===== src/rtl/toggle_cover_pkg.sv =====
`default_nettype none
// ============================================================================
// Module   : toggle_cover_pkg
// Purpose  : Shared types, constants and helpers for the toggle-cover source.
// Revision : 1.0
// ============================================================================
package toggle_cover_pkg;

    typedef enum logic [0:0] {
        IDLE = 1'b0,
        SEND = 1'b1
    } fsm_state_t;

    localparam int IDX_W_DEFAULT = 32;

    function automatic logic [6:0] popcount(input logic [63:0] v);
        logic [6:0] c;
        c = '0;
        for (int i = 0; i < 64; i++) begin
            c = c + {6'd0, v[i]};
        end
        return c;
    endfunction

endpackage
`default_nettype wire


===== src/rtl/toggle_cover_lsb_enc.sv =====
`default_nettype none
// ============================================================================
// Module   : toggle_cover_lsb_enc
// Purpose  : Combinational lowest-set-bit finder with an any-bit-set flag.
// Revision : 1.0
// ============================================================================
module toggle_cover_lsb_enc #(
    parameter int WIDTH = 32,
    parameter int ENC_W = (WIDTH > 1) ? $clog2(WIDTH) : 1
) (
    input  logic [WIDTH-1:0] vec,
    output logic [ENC_W-1:0] index,
    output logic             any_set
);

    // Scan downwards so the lowest set bit is the last one written.
    always_comb begin
        index   = '0;
        any_set = |vec;
        for (int i = WIDTH - 1; i >= 0; i--) begin
            if (vec[i]) begin
                index = ENC_W'(i);
            end
        end
    end

endmodule
`default_nettype wire


===== src/rtl/toggle_cover_source.sv =====
`default_nettype none
// ============================================================================
// Module   : toggle_cover_source
// Purpose  : Per-bit toggle coverage producer: valid pulses plus index stream.
//            Define TOGGLE_COVER_REPEAT_EN to pulse valid on every toggle pair.
// Revision : 1.0
// ============================================================================
module toggle_cover_source
    import toggle_cover_pkg::*;
#(
    parameter int WIDTH       = 32,
    parameter int COVER_INDEX = 0,
    parameter int IDX_W       = IDX_W_DEFAULT
) (
    input  logic                       clock,
    input  logic                       reset,
    input  logic                       en,
    input  logic                       clear,
    input  logic [WIDTH-1:0]           sig,
    output logic [WIDTH-1:0]           valid,
    output logic                       idx_valid,
    input  logic                       idx_ready,
    output logic [IDX_W-1:0]           idx_data,
    output logic [$clog2(WIDTH+1)-1:0] covered_cnt
);

    localparam int CNT_W = $clog2(WIDTH + 1);
    localparam int ENC_W = (WIDTH > 1) ? $clog2(WIDTH) : 1;

    if (WIDTH < 1 || WIDTH > 64) begin : g_width_check
        $error("toggle_cover_source: WIDTH must be in 1..64");
    end

    if (IDX_W < 64 &&
        (64'(COVER_INDEX) + 64'(WIDTH) - 64'd1) >= (64'd1 << IDX_W)) begin : g_idx_check
        $error("toggle_cover_source: COVER_INDEX+WIDTH-1 does not fit in IDX_W");
    end

    logic [WIDTH-1:0] r_prev, r_rise_seen, r_fall_seen, r_covered, r_pending, r_valid;
    logic [CNT_W-1:0] r_covered_cnt;
    logic [IDX_W-1:0] r_idx_data;
    logic             r_armed;
    fsm_state_t       r_state, w_state_next;

    logic             w_sample;
    logic [WIDTH-1:0] w_rs_nx, w_fs_nx, w_pair, w_newcov, w_pulse, w_rs_upd, w_fs_upd;
    logic [63:0]      w_newcov64;
    logic [6:0]       w_pc;
    logic [CNT_W-1:0] w_newcnt;
    logic [ENC_W-1:0] w_enc_idx;
    logic             w_any;
    logic             w_load;
    logic [WIDTH-1:0] w_pend_clr;

    assign w_sample = en & r_armed & ~clear;

    always_comb begin
        w_rs_nx = r_rise_seen;
        w_fs_nx = r_fall_seen;
        if (w_sample) begin
            w_rs_nx = r_rise_seen | (sig & ~r_prev);
            w_fs_nx = r_fall_seen | (~sig & r_prev);
        end
        w_pair   = w_rs_nx & w_fs_nx;
        w_newcov = w_sample ? (w_pair & ~r_covered) : '0;
`ifdef TOGGLE_COVER_REPEAT_EN
        // Completed pairs re-arm immediately so each later pair pulses again.
        w_pulse  = w_sample ? w_pair : '0;
        w_rs_upd = w_rs_nx & ~w_pair;
        w_fs_upd = w_fs_nx & ~w_pair;
`else
        w_pulse  = w_newcov;
        w_rs_upd = w_rs_nx;
        w_fs_upd = w_fs_nx;
`endif
        w_newcov64             = '0;
        w_newcov64[WIDTH-1:0]  = w_newcov;
        w_pc                   = popcount(w_newcov64);
        w_newcnt               = CNT_W'(w_pc);
    end

    always_ff @(posedge clock or negedge reset) begin
        if (!reset) begin
            r_prev        <= '0;
            r_rise_seen   <= '0;
            r_fall_seen   <= '0;
            r_covered     <= '0;
            r_pending     <= '0;
            r_valid       <= '0;
            r_covered_cnt <= '0;
            r_armed       <= 1'b0;
        end else if (clear) begin
            r_rise_seen   <= '0;
            r_fall_seen   <= '0;
            r_covered     <= '0;
            r_pending     <= '0;
            r_valid       <= '0;
            r_covered_cnt <= '0;
            r_armed       <= 1'b0;
        end else begin
            if (en) begin
                r_prev  <= sig;
                r_armed <= 1'b1;
            end
            r_rise_seen   <= w_rs_upd;
            r_fall_seen   <= w_fs_upd;
            r_covered     <= r_covered | w_newcov;
            r_pending     <= (r_pending & ~w_pend_clr) | w_newcov;
            r_valid       <= w_pulse;
            r_covered_cnt <= r_covered_cnt + w_newcnt;
        end
    end

    // Encoder sees registered pending only, so same-cycle arrivals wait a cycle.
    toggle_cover_lsb_enc #(
        .WIDTH (WIDTH),
        .ENC_W (ENC_W)
    ) u_lsb_enc (
        .vec     (r_pending),
        .index   (w_enc_idx),
        .any_set (w_any)
    );

    always_comb begin
        w_state_next = r_state;
        w_load       = 1'b0;
        case (r_state)
            IDLE: begin
                if (w_any && !clear) begin
                    w_load       = 1'b1;
                    w_state_next = SEND;
                end
            end
            SEND: begin
                if (idx_ready) begin
                    if (w_any && !clear) begin
                        w_load = 1'b1;
                    end else begin
                        w_state_next = IDLE;
                    end
                end
            end
            default: w_state_next = IDLE;
        endcase
        w_pend_clr = '0;
        if (w_load) begin
            w_pend_clr[w_enc_idx] = 1'b1;
        end
    end

    always_ff @(posedge clock or negedge reset) begin
        if (!reset) begin
            r_state    <= IDLE;
            r_idx_data <= '0;
        end else begin
            r_state <= w_state_next;
            if (w_load) begin
                r_idx_data <= IDX_W'(COVER_INDEX) + IDX_W'(w_enc_idx);
            end
        end
    end

    assign valid       = r_valid;
    assign idx_valid   = (r_state == SEND);
    assign idx_data    = r_idx_data;
    assign covered_cnt = r_covered_cnt;

endmodule
`default_nettype wire


===== config.mk =====
export PLATFORM = sky130hd
export DESIGN_NAME = toggle_cover_source
export DESIGN_NICKNAME = d
export VERILOG_FILES = /design/src/rtl/toggle_cover_pkg.sv /design/src/rtl/toggle_cover_lsb_enc.sv /design/src/rtl/toggle_cover_source.sv
export SDC_FILE = /design/constraint.sdc
export NUM_CORES = 1
export LEC_CHECK = 0
export CAP_MARGIN = 30
export CORE_ASPECT_RATIO = 0.6
export CORE_UTILIZATION = 31
export CTS_CLUSTER_DIAMETER = 200
export DETAILED_ROUTE_END_ITERATION = 6
export PLACE_DENSITY = 0.58
export SLEW_MARGIN = 0
export SYNTH_ARGS = -nofsm -noshare
export SYNTH_HDL_FRONTEND = slang
export SYNTH_SLANG_ARGS = --single-unit
export TNS_END_PERCENT = 20

===== constraint.sdc =====
create_clock -name clock -period 7.65 [get_ports clock]
set_input_delay 1.9125 -clock clock [delete_from_list [all_inputs] [get_ports clock]]
set_output_delay 1.9125 -clock clock [all_outputs]
set_load 0.005 [all_outputs]

==> results.sh, run 1 <==
export IMPL_outcome="finished clean"
export IMPL_ys_ff_latch=205
export IMPL_via_per_inst=4.780
export IMPL_areaGrowthSynthToFinish_pct=22.87
export IMPL_crit_type="input pin to flip-flop"
export IMPL_switching_share=0.2445
export IMPL_grt_ovfl_total=0
export IMPL_nFillCells=3054
export IMPL_synth_edf_count=0
export IMPL_async_reset_ff_frac=1.000
export IMPL_final_layout_size_suffix_gt1_frac=0.08839
export IMPL_nets=1216
export IMPL_dp_hpwl_um=18170
export IMPL_grt_max_degree=76
export IMPL_tns_ps=0
export IMPL_arrival_ps=7660
export IMPL_cp_top_family="adder cells"
export IMPL_via_count=7467
export IMPL_synth_top_area_share=0.5273
export IMPL_root_buffer="clkbuf_16"
export IMPL_rsz0062_at_grt="false"
export IMPL_gp_congestion=0.9081
export IMPL_cts_hold_buf=0
export IMPL_end_kind="flip-flop"
export IMPL_layoutNonFillerInstCount=1562
export IMPL_max_cap_violations=0
export IMPL_p_per_area_mw_per_mm2=199.6
export IMPL_synth_commonest_cells="dfrtp_1, nor2_1, nand2_1, a21oi_1, nor2b_1"
export IMPL_relSlewSlack=0.2921
export IMPL_die_height_um=139.2
export IMPL_ir_drop_mv=0.1173
export IMPL_wl_um=25780
export IMPL_finalHoldViolCount=0
export IMPL_fin_crit_sh=0.9525
export IMPL_place_ws_ps=-195.3
export IMPL_cts_tree="built"
export IMPL_p_switching_uw=583.4
export IMPL_numCtsBuffers=21
export IMPL_fp_dieW_um=230.7
export IMPL_fmaxAchievable_mhz=137.2
export IMPL_portBuffers=80
export IMPL_dpl_cell_area_mm2=0.01122
export IMPL_internal_power_mw=1.802
export IMPL_drt_pass1_iterations=5
export IMPL_yosysSeqAreaShare=0.5273
export IMPL_ys_top_cells_by_area="dfrtp_1, nor2_1, nand2_1"
export IMPL_critPathSlowestCell="fa_1"
export IMPL_ff_latch_area_mm2=0.005130
export IMPL_cts_htree_levels=1
export IMPL_worstMarginPinSlew_ps=1052
export IMPL_multi_input_area_mm2=0.004159
export IMPL_max_clock_path_buffers=3
export IMPL_wl_per_cell_um=16.50
export IMPL_rows=49
export IMPL_yosys_most_used_dff="dfrtp_1"
export IMPL_yosysUniqueCellTypes=55
export IMPL_dieArea_mm2=0.03212
export IMPL_holdWs_ps=459.5
export IMPL_drv_slew=0
export IMPL_cts_setup_buffers=0
export IMPL_grt_first_pass_wirelength_um=41340
export IMPL_grt_pass1_vias=7180
export IMPL_leakagePower_nw=5.453
export IMPL_synth_cell_area_mm2=0.009728
export IMPL_skew_ps=15.69
export IMPL_synth_most_common_cell="dfrtp_1"
export IMPL_setup_viol_count_final=0
export IMPL_final_area_mm2=0.01195
export IMPL_cp_common_cell="fa_1"
export IMPL_diodes=0
export IMPL_hold_class="flip-flop to flip-flop"
export IMPL_crit_path_max_fanout=10
export IMPL_syn_area_per_cell_um2=9.528
export IMPL_clock_power_share=0.441
export IMPL_postSynthCellCount=1021
export IMPL_grt_antenna_before_repair=0
export IMPL_ios=108
export IMPL_core_mm2=0.03041
export IMPL_drt_iter0_drc=636
export IMPL_dp_cells=1524
export IMPL_postLayoutSetupSlackWorst_ps=363.6
export IMPL_cp_num_buf_inv=6
export IMPL_initial_core_util=0.3199
export IMPL_yosys_warnings=0
export IMPL_grt_usage=0.1637
export IMPL_seqPwrFrac=0.481
export IMPL_power_frac_comb=0.078
export IMPL_cts_sinks=205
export IMPL_path_cells="clkdlybuf4s50_1, nor2b_2, nand2_2, buf_12, a211oi_1, inv_1, fa_1, fa_1, fa_1, fa_1, fa_1, fa_1, inv_1, fa_1, inv_1, fa_1, inv_1, a21o_1, a21oi_1, xor2_1, nor2_1"
export IMPL_clk_latency_ps=520
export IMPL_antenna_left=0
export IMPL_period_needed_ps=7286
export IMPL_cp_start_kind="input pin"
export IMPL_required_ps=8020
export IMPL_critPathMaxStageDelay_ps=620
export IMPL_clk_pin_slew_ps=70
export IMPL_post_cts_resize_count=0
export IMPL_yosysTopAreaCell="dfrtp_1"
export IMPL_drc_errors=0
==> final timing paths <==
kind,slack [ps],cells after the start,startpoint,endpoint
min in group asynchronous,1360,1,reset,r_rise_seen[17]
worst min register to register,460,1,r_covered[30],valid[30]
worst max-delay path,360,21,en,covered_cnt[4]
max in group asynchronous,5120,3,reset,valid[11]
worst max register to register,1950,19,r_prev[26],covered_cnt[4]
worst min-delay path,460,1,r_covered[30],valid[30]
==> routing by layer <==
layer	share of wire	wire length, um	up-vias	GRT usage
li1	-	-	3605	-
met1	0.54	13920	3636	0.2701
met2	0.39	10020	197	0.2146
met3	0.057	1468	29	0.03566
met4	0.014	361	0	0.02649
met5	0	0	-	0
==> cell usage in the layout, fill, tap and decap left out, drive strengths merged, types with 3 or more instances in the layout <==
cell	instances
dfrtp	205
nor2	166
nand2	140
a21oi	85
clkdlybuf4s50	78
nor2b	68
o21ai	63
inv	56
buf	54
a211oi	48
clkbuf	29
conb	27
fa	26
a31oi	13
ha	12
nor4	10
nand3	7
clkinv	5
nor3	5
or4	5
a21o	3
xor2	3
xnor2	3
o31a	3
a221oi	3
or2	3
and2	3
==> cell type report <==
| class | instances | area share |
|---|---|---|
| clock buffer | 28 | 0.04868 |
| clock inverter | 8 | 0.008688 |
| sequential | 205 | 0.4292 |
| multi-input combinational | 724 | 0.3480 |
| tap | 408 | 0.04271 |
| timing repair buffer | 133 | 0.1052 |
| inverter | 56 | 0.01759 |
==> cells by family (layout without fill, tap and decap cells) <==
group / Yosys count / in the layout / synth area share
DFF: 205 / 205 / 0.5273
adders and majority gates: 38 / 38 / 0.06894
and+or+nand+nor: 417 / 417 / 0.1916
other: 1 / 27 / 0.0003855
buffers and inverters: 118 / 225 / 0.05608
AOI/OAI and AO/OA: 236 / 236 / 0.1502
xor gates and xnor gates: 6 / 6 / 0.005403
==> metrics by stage <==
stage	power [mW]	utilization
after global routing	2.485	0.3931
after global placement	1.348	0.3690
after floorplan	1.262	-
after CTS	2.414	0.3915
final	2.386	0.3931
after detailed placement	1.352	0.3690
==> registers in the layout, indices dropped and copies added, names as in the netlist <==
signal	cells
r_prev	32
r_pending	32
r_armed	1
r_rise_seen	32
covered_cnt	6
valid	32
idx_valid	1
r_covered	32
idx_data	5
r_fall_seen	32
==> power groups by stage <==
stage | Clock, mW | Sequential (mW) | Combinational, mW
global route | 1.12 | 1.15 | 0.211
detailed placement | 0 | 1.17 | 0.186
CTS | 1.08 | 1.15 | 0.187
finish | 1.05 | 1.15 | 0.187
global placement | 0 | 1.16 | 0.183
floorplan | 0 | 1.16 | 0.102
==> worst register-to-register path, cell delays in order (launching register included) <==
cell and delay [ps]:
dfrtp_1 380, nor2b_1 190, o21ai_0 110, a211oi_1 280
inv_1 110, fa_1 530, fa_1 620, fa_1 520
fa_1 580, fa_1 430, fa_1 500, inv_1 50
fa_1 380, inv_1 100, fa_1 200, inv_1 40
a21o_1 170, a21oi_1 170, xor2_1 170, nor2_1 50
Power figures use the tool's default switching activity.
==> run 2: changes to the inputs <==
CORE_UTILIZATION = 55   (was 31)
PLACE_DENSITY = 0.87   (was 0.58)
==> run 2 against run 1 <==
Via count grew 3.6%. Non-clock buffer count down 4. Total power is 7.8% lower. Utilization up 28 points. Sequential cell count stayed put. Setup slack worse by 120 ps. Count of clock-buffer cells in the layout decreased by 1. Largest power group unchanged.
==> results.sh, run 2 (synthesized netlist as in run 1, its figures left out) <==
export IMPL_grt_antenna_before_repair=0
export IMPL_end_kind="flip-flop"
export IMPL_relSlewSlack=0.2639
export IMPL_numCtsBuffers=19
export IMPL_crit_path_max_fanout=12
export IMPL_grt_max_degree=124
export IMPL_dp_hpwl_um=16150
export IMPL_switching_share=0.2390
export IMPL_place_ws_ps=-375.2
export IMPL_final_common_cell="dfrtp_1"
export IMPL_clk_latency_ps=490
export IMPL_fin_crit_sh=0.9683
export IMPL_required_ps=7980
export IMPL_clk_pin_slew_ps=60
export IMPL_hold_class="flip-flop to flip-flop"
export IMPL_areaGrowthSynthToFinish_pct=19.31
export IMPL_seqPwrFrac=0.521
export IMPL_arrival_ps=7740
export IMPL_fmaxAchievable_mhz=135.0
export IMPL_crit_type="input pin to flip-flop"
export IMPL_grt_met2_usage=0.3936
export IMPL_worstMarginPinSlew_ps=1094
export IMPL_cp_num_buf_inv=8
export IMPL_max_cap_violations=0
export IMPL_root_buffer="clkbuf_16"
export IMPL_p_switching_uw=525.9
export IMPL_cts_tree="built"
export IMPL_whs_path_depth=1
export IMPL_via_count=7738
export IMPL_multi_input_area_mm2=0.004202
export IMPL_final_cell_mix="dfrtp_1, nor2_1, nand2_1, a21oi_1, clkdlybuf4s50_1"
export IMPL_grt_first_pass_wirelength_um=38180
export IMPL_dp_cells=1347
export IMPL_dieArea_mm2=0.01824
export IMPL_gp_congestion=0.9247
export IMPL_core_mm2=0.01722
export IMPL_grtUsageMet1=0.4031
export IMPL_critPathSlowestCell="fa_1"
export IMPL_layoutNonFillerInstCount=1377
export IMPL_portBuffers=80
export IMPL_setup_viol_count_final=0
export IMPL_nFillCells=1310
export IMPL_drv_slew=0
export IMPL_drt_iter0_drc=715
export IMPL_cp_common_cell="fa_1"
export IMPL_wl_per_cell_um=16.99
export IMPL_drc_errors=0
export IMPL_grt_pass1_vias=7505
export IMPL_ff_latch_area_mm2=0.005130
export IMPL_path_depth=23
export IMPL_leakagePower_nw=5.357
export IMPL_busiest_layer="met1"
export IMPL_nets=1210
export IMPL_ir_drop_mv=0.1553
export IMPL_cp_top_family="adder cells"
export IMPL_cts_htree_levels=1
export IMPL_holdWs_ps=464.1
export IMPL_cts_setup_buffers=0
export IMPL_period_needed_ps=7408
export IMPL_critPathMaxStageDelay_ps=580
export IMPL_p_per_area_mw_per_mm2=189.6
export IMPL_initial_core_util=0.5649
export IMPL_rows=37
export IMPL_grt_ovfl_total=0
export IMPL_globalRouteMet3Util=0.05459
export IMPL_fp_dieW_um=173.7
export IMPL_cts_sinks=205
export IMPL_postLayoutSetupSlackWorst_ps=242.3
export IMPL_worst_r2r_cell_count=20
export IMPL_rsz0062_at_grt="false"
export IMPL_drt_pass1_iterations=5
export IMPL_path_cells="clkdlybuf4s50_1, nor2b_2, nand2_1, buf_12, buf_4, a211oi_2, buf_4, fa_1, inv_1, fa_1, fa_1, fa_1, fa_1, fa_1, inv_1, fa_1, inv_1, fa_1, inv_1, a21o_1, a21oi_1, xor2_1, nor2_1"
export IMPL_via_per_inst=5.619
export IMPL_cp_start_kind="input pin"
export IMPL_power_frac_comb=0.085
export IMPL_skew_ps=8.689
export IMPL_ios=108
export IMPL_clock_power_share=0.394
export IMPL_diodes=0
export IMPL_wl_um=23400
export IMPL_die_height_um=105.0
export IMPL_internal_power_mw=1.674
export IMPL_outcome="finished clean"
export IMPL_max_clock_path_buffers=3
export IMPL_antenna_left=0
export IMPL_grt_usage=0.2642
export IMPL_finalHoldViolCount=0
export IMPL_final_layout_size_suffix_gt1_frac=0.08486
==> run 2: cell types whose count changed in the layout (fill, tap and decap cells not counted), moves of 2 or more <==
cell       previous run  this run
a211oi_1             48        39
a211oi_2              0         9
buf_4                50        45
clkinv_2              4         1
bufinv_16             2         0
clkbuf_1              4         6
clkbuf_16            21        19
nand2_1             138       140
nand2_2               2         0
==> run 2: layout make-up <==
| class | instances | share of cell area |
|---|---|---|
| Clock buffer | 27 | 0.04528 |
| Multi-Input combinational cell | 724 | 0.3620 |
| Sequential cell | 205 | 0.4420 |
| Timing Repair Buffer | 129 | 0.1062 |
| Tap cell | 234 | 0.02523 |
| Clock inverter | 2 | 0.001186 |
| Inverter | 56 | 0.01811 |
==> run 2: power groups by stage <==
stage          clock, mW  combinational [mW]  sequential (mW)
2_1_floorplan          0               0.102             1.16
3_3_place_gp           0               0.176             1.16
3_5_place_dp           0               0.185             1.17
4_1_cts            0.879               0.186             1.15
5_1_grt            0.920               0.210             1.15
6_report           0.866               0.187             1.15
==> run 2: through the flow <==
stage / TNS [ps] / cell area (um^2) / power [mW] / util
after floorplan: 0 / 9826 / 1.262 / -
final: 0 / 11610 / 2.200 / 0.6739
after CTS: 0 / 11530 / 2.211 / 0.6696
after global placement: -24.69 / 10940 / 1.339 / 0.6352
after detailed placement: -773.8 / 10990 / 1.351 / 0.6383
after global routing: 0 / 11610 / 2.281 / 0.6739
==> run 2: path summary, 6_finish.rpt <==
path,from,to,slack [ps]
worst min-delay path,r_covered[28],valid[28],460
worst min register to register,r_covered[28],valid[28],460
worst max register to register,r_prev[10],covered_cnt[4],1790
min in group asynchronous,reset,r_prev[16],1230
max in group asynchronous,reset,r_prev[8],4900
worst max-delay path,en,covered_cnt[4],240
==> run 2: repair_timing <==
item                                    CTS  global route
resized for setup                         0            10
endpoints found under the setup margin    0             2
hold buffers                              0             0
==> run 2: worst register-to-register path: stages (launching register included) <==
cell and delay, ps:
dfrtp_1 390, nor2b_1 140, o21ai_0 360, a211oi_2 140, buf_4 180, fa_1 500
inv_1 60, fa_1 500, fa_1 580, fa_1 440, fa_1 470, fa_1 500
inv_1 50, fa_1 410, inv_1 110, fa_1 200, inv_1 50, a21o_1 180
a21oi_1 180, xor2_1 180, nor2_1 60
==> run 2: layer usage <==
metal,part of all wire,routed length [um]
met1,0.47,11020
met2,0.43,10080
met3,0.082,1916
met4,0.016,384
met5,0,0
==> run 3: changes to the inputs <==
SETUP_SLACK_MARGIN = 0.3   (was default)
==> run 3 against run 2 <==
Global-route usage rose by 0.37 points. Sequential power barely moved. Final cell count did not move. Non-clock buffer count fell by 2. Count of clock-buffer cells in the layout rose by 1. Sequential cell count did not move. Critical path depth fell by 3. Via count rose by 0.23%. Routed wire length rose by 0.13%. First-iteration DRC count fell by 5.9%. Maximum frequency rose by 4.5%. Combinational power barely moved. Critical path type unchanged.
==> results.sh, run 3 (synthesized netlist as in run 1, its figures left out) <==
export IMPL_max_cap_violations=0
export IMPL_ir_drop_mv=0.1195
export IMPL_final_cell_mix="dfrtp_1, nor2_1, nand2_1, a21oi_1, clkdlybuf4s50_1"
export IMPL_dpl_cell_area_mm2=0.01097
export IMPL_seqPwrFrac=0.505
export IMPL_worstMarginPinSlew_ps=1015
export IMPL_leakagePower_nw=5.381
export IMPL_cts_tree="built"
export IMPL_ios=108
export IMPL_antenna_left=0
export IMPL_outcome="finished clean"
export IMPL_via_per_inst=5.633
export IMPL_grt_first_pass_wirelength_um=38760
export IMPL_final_layout_size_suffix_gt1_frac=0.09099
export IMPL_hold_class="flip-flop to flip-flop"
export IMPL_layoutNonFillerInstCount=1377
export IMPL_p_per_area_mw_per_mm2=194.4
export IMPL_power_mw=2.270
export IMPL_rsz0062_at_grt="false"
export IMPL_cp_start_kind="input pin"
export IMPL_skew_ps=13.66
export IMPL_critPathMaxStageDelay_ps=570
export IMPL_arrival_ps=7420
export IMPL_core_mm2=0.01722
export IMPL_internal_power_mw=1.743
export IMPL_clock_power_share=0.413
export IMPL_period_needed_ps=7087
export IMPL_path_cells="clkdlybuf4s50_1, nor2b_2, nand2_1, a211oi_4, inv_1, fa_1, fa_1, fa_2, fa_1, fa_1, fa_1, inv_1, fa_1, inv_1, fa_1, inv_1, a21o_1, a21oi_1, xor2_1, nor2_1"
export IMPL_setup_viol_count_final=0
export IMPL_max_clock_path_buffers=3
export IMPL_switching_share=0.2321
export IMPL_min_to="valid[11]"
export IMPL_worst_r2r_cell_count=19
export IMPL_fp_dieW_um=173.7
export IMPL_final_common_cell="dfrtp_1"
export IMPL_drc_errors=0
export IMPL_cts_htree_levels=1
export IMPL_diodes=0
export IMPL_wl_um=23430
export IMPL_dieArea_mm2=0.01824
export IMPL_required_ps=7990
export IMPL_gp_congestion=0.9647
export IMPL_clk_latency_ps=490
export IMPL_numCtsBuffers=19
export IMPL_drt_iter0_drc=673
export IMPL_root_buffer="clkbuf_16"
export IMPL_dp_hpwl_um=16260
export IMPL_via_count=7756
export IMPL_clk_pin_slew_ps=70
export IMPL_finalHoldViolCount=0
export IMPL_r2r_start="r_prev[4]"
export IMPL_power_frac_comb=0.082
export IMPL_place_ws_ps=-151.7
export IMPL_drt_pass1_iterations=5
export IMPL_initial_core_util=0.5649
export IMPL_crit_path_max_fanout=3
export IMPL_grt_pass1_vias=7610
export IMPL_cts_hold_buf=0
export IMPL_grt_max_degree=94
export IMPL_nets=1208
export IMPL_wl_per_cell_um=17.02
export IMPL_nFillCells=1269
export IMPL_die_height_um=105.0
export IMPL_postLayoutSetupSlackWorst_ps=563.1
export IMPL_grt_usage=0.2678
export IMPL_end_kind="flip-flop"
export IMPL_cts_sinks=205
export IMPL_grt_antenna_before_repair=0
export IMPL_reg2reg_to="covered_cnt[4]"
export IMPL_portBuffers=80
export IMPL_min_from="r_covered[11]"
export IMPL_critPathSlowestCell="fa_1"
export IMPL_rows=37
export IMPL_drv_slew=0
export IMPL_final_area_mm2=0.01168
export IMPL_cp_common_cell="fa_1"
export IMPL_fin_crit_sh=0.9264
export IMPL_relSlewSlack=0.3170
export IMPL_grt_ovfl_total=0
export IMPL_crit_type="input pin to flip-flop"
export IMPL_whs_path_depth=1
export IMPL_p_switching_uw=526.8
export IMPL_areaGrowthSynthToFinish_pct=20.05
export IMPL_fmaxAchievable_mhz=141.1
export IMPL_dp_cells=1346
export IMPL_rrSetupSlack_ps=2050
-- run 3: cell count changes in the layout (fill, tap and decap cells not counted), sizes merged --
cell,before,now
buf,50,48
bufinv,0,1
clkbuf,28,29
clkdlybuf4s50,78,77
clkinv,2,1
clkinvlp,0,1
dlymetal6s2s,0,1
-- run 3: metal layers --
metal / part of all wire / vias up / GRT usage
li1: - / 3574 / -
met1: 0.46 / 3840 / 0.4053
met2: 0.44 / 308 / 0.3913
met3: 0.083 / 34 / 0.06259
met4: 0.018 / 0 / 0.06266
met5: 0 / - / 0
-- run 3: final cells by class --
type | instances | area, um^2 | share of cell area
clock inverters | 3 | 42.54 | 0.003643
clock buffers | 28 | 569.3 | 0.04875
multi-input cells | 724 | 4259 | 0.3647
flip-flops and latches | 205 | 5130 | 0.4393
inverters | 56 | 210.2 | 0.01800
repair buffers | 127 | 1175 | 0.1006
well taps | 234 | 292.8 | 0.02507
-- run 3: worst max path at each step --
stage / cells past startpoint / from / end
global route: 20 / sig[6] / covered_cnt[4]
detailed placement: 22 / en / covered_cnt[4]
finish: 20 / sig[26] / covered_cnt[4]
global placement: 21 / en / covered_cnt[4]
floorplan: 23 / clear / covered_cnt[4]
CTS: 21 / en / covered_cnt[4]
-- run 3: power groups by stage --
| stage | Sequential [mW] | Combinational, mW | Clock [mW] |
|---|---|---|---|
| 3_3_place_gp | 1.16 | 0.176 | 0 |
| 6_report | 1.15 | 0.187 | 0.937 |
| 5_1_grt | 1.15 | 0.209 | 1.00 |
| 4_1_cts | 1.15 | 0.185 | 0.951 |
| 2_1_floorplan | 1.16 | 0.102 | 0 |
| 3_5_place_dp | 1.16 | 0.183 | 0 |
-- run 3: metrics by stage --
step,hold WS [ps],setup TNS (ps),util
after floorplan,433.2,0,-
after global placement,454.2,-41.93,0.6354
after detailed placement,461.5,-235.9,0.6368
after CTS,471.0,0,0.6723
after global routing,496.4,0,0.6781
final,467.8,0,0.6781
-- run 3: what timing repair did --
item / 4_1_cts / 5_1_grt
endpoints found under the setup margin: 0 / 5
gates resized for setup: 0 / 22
setup buffers: 0 / 0
-- run 3: worst max-delay path, delay by kind of cell --
family          cells  cell delay [ps]
compound gates      3              610
fa+ha+maj           8             3600
buf+inv             5              800
simple gates        3              350
xor+xnor            1              150
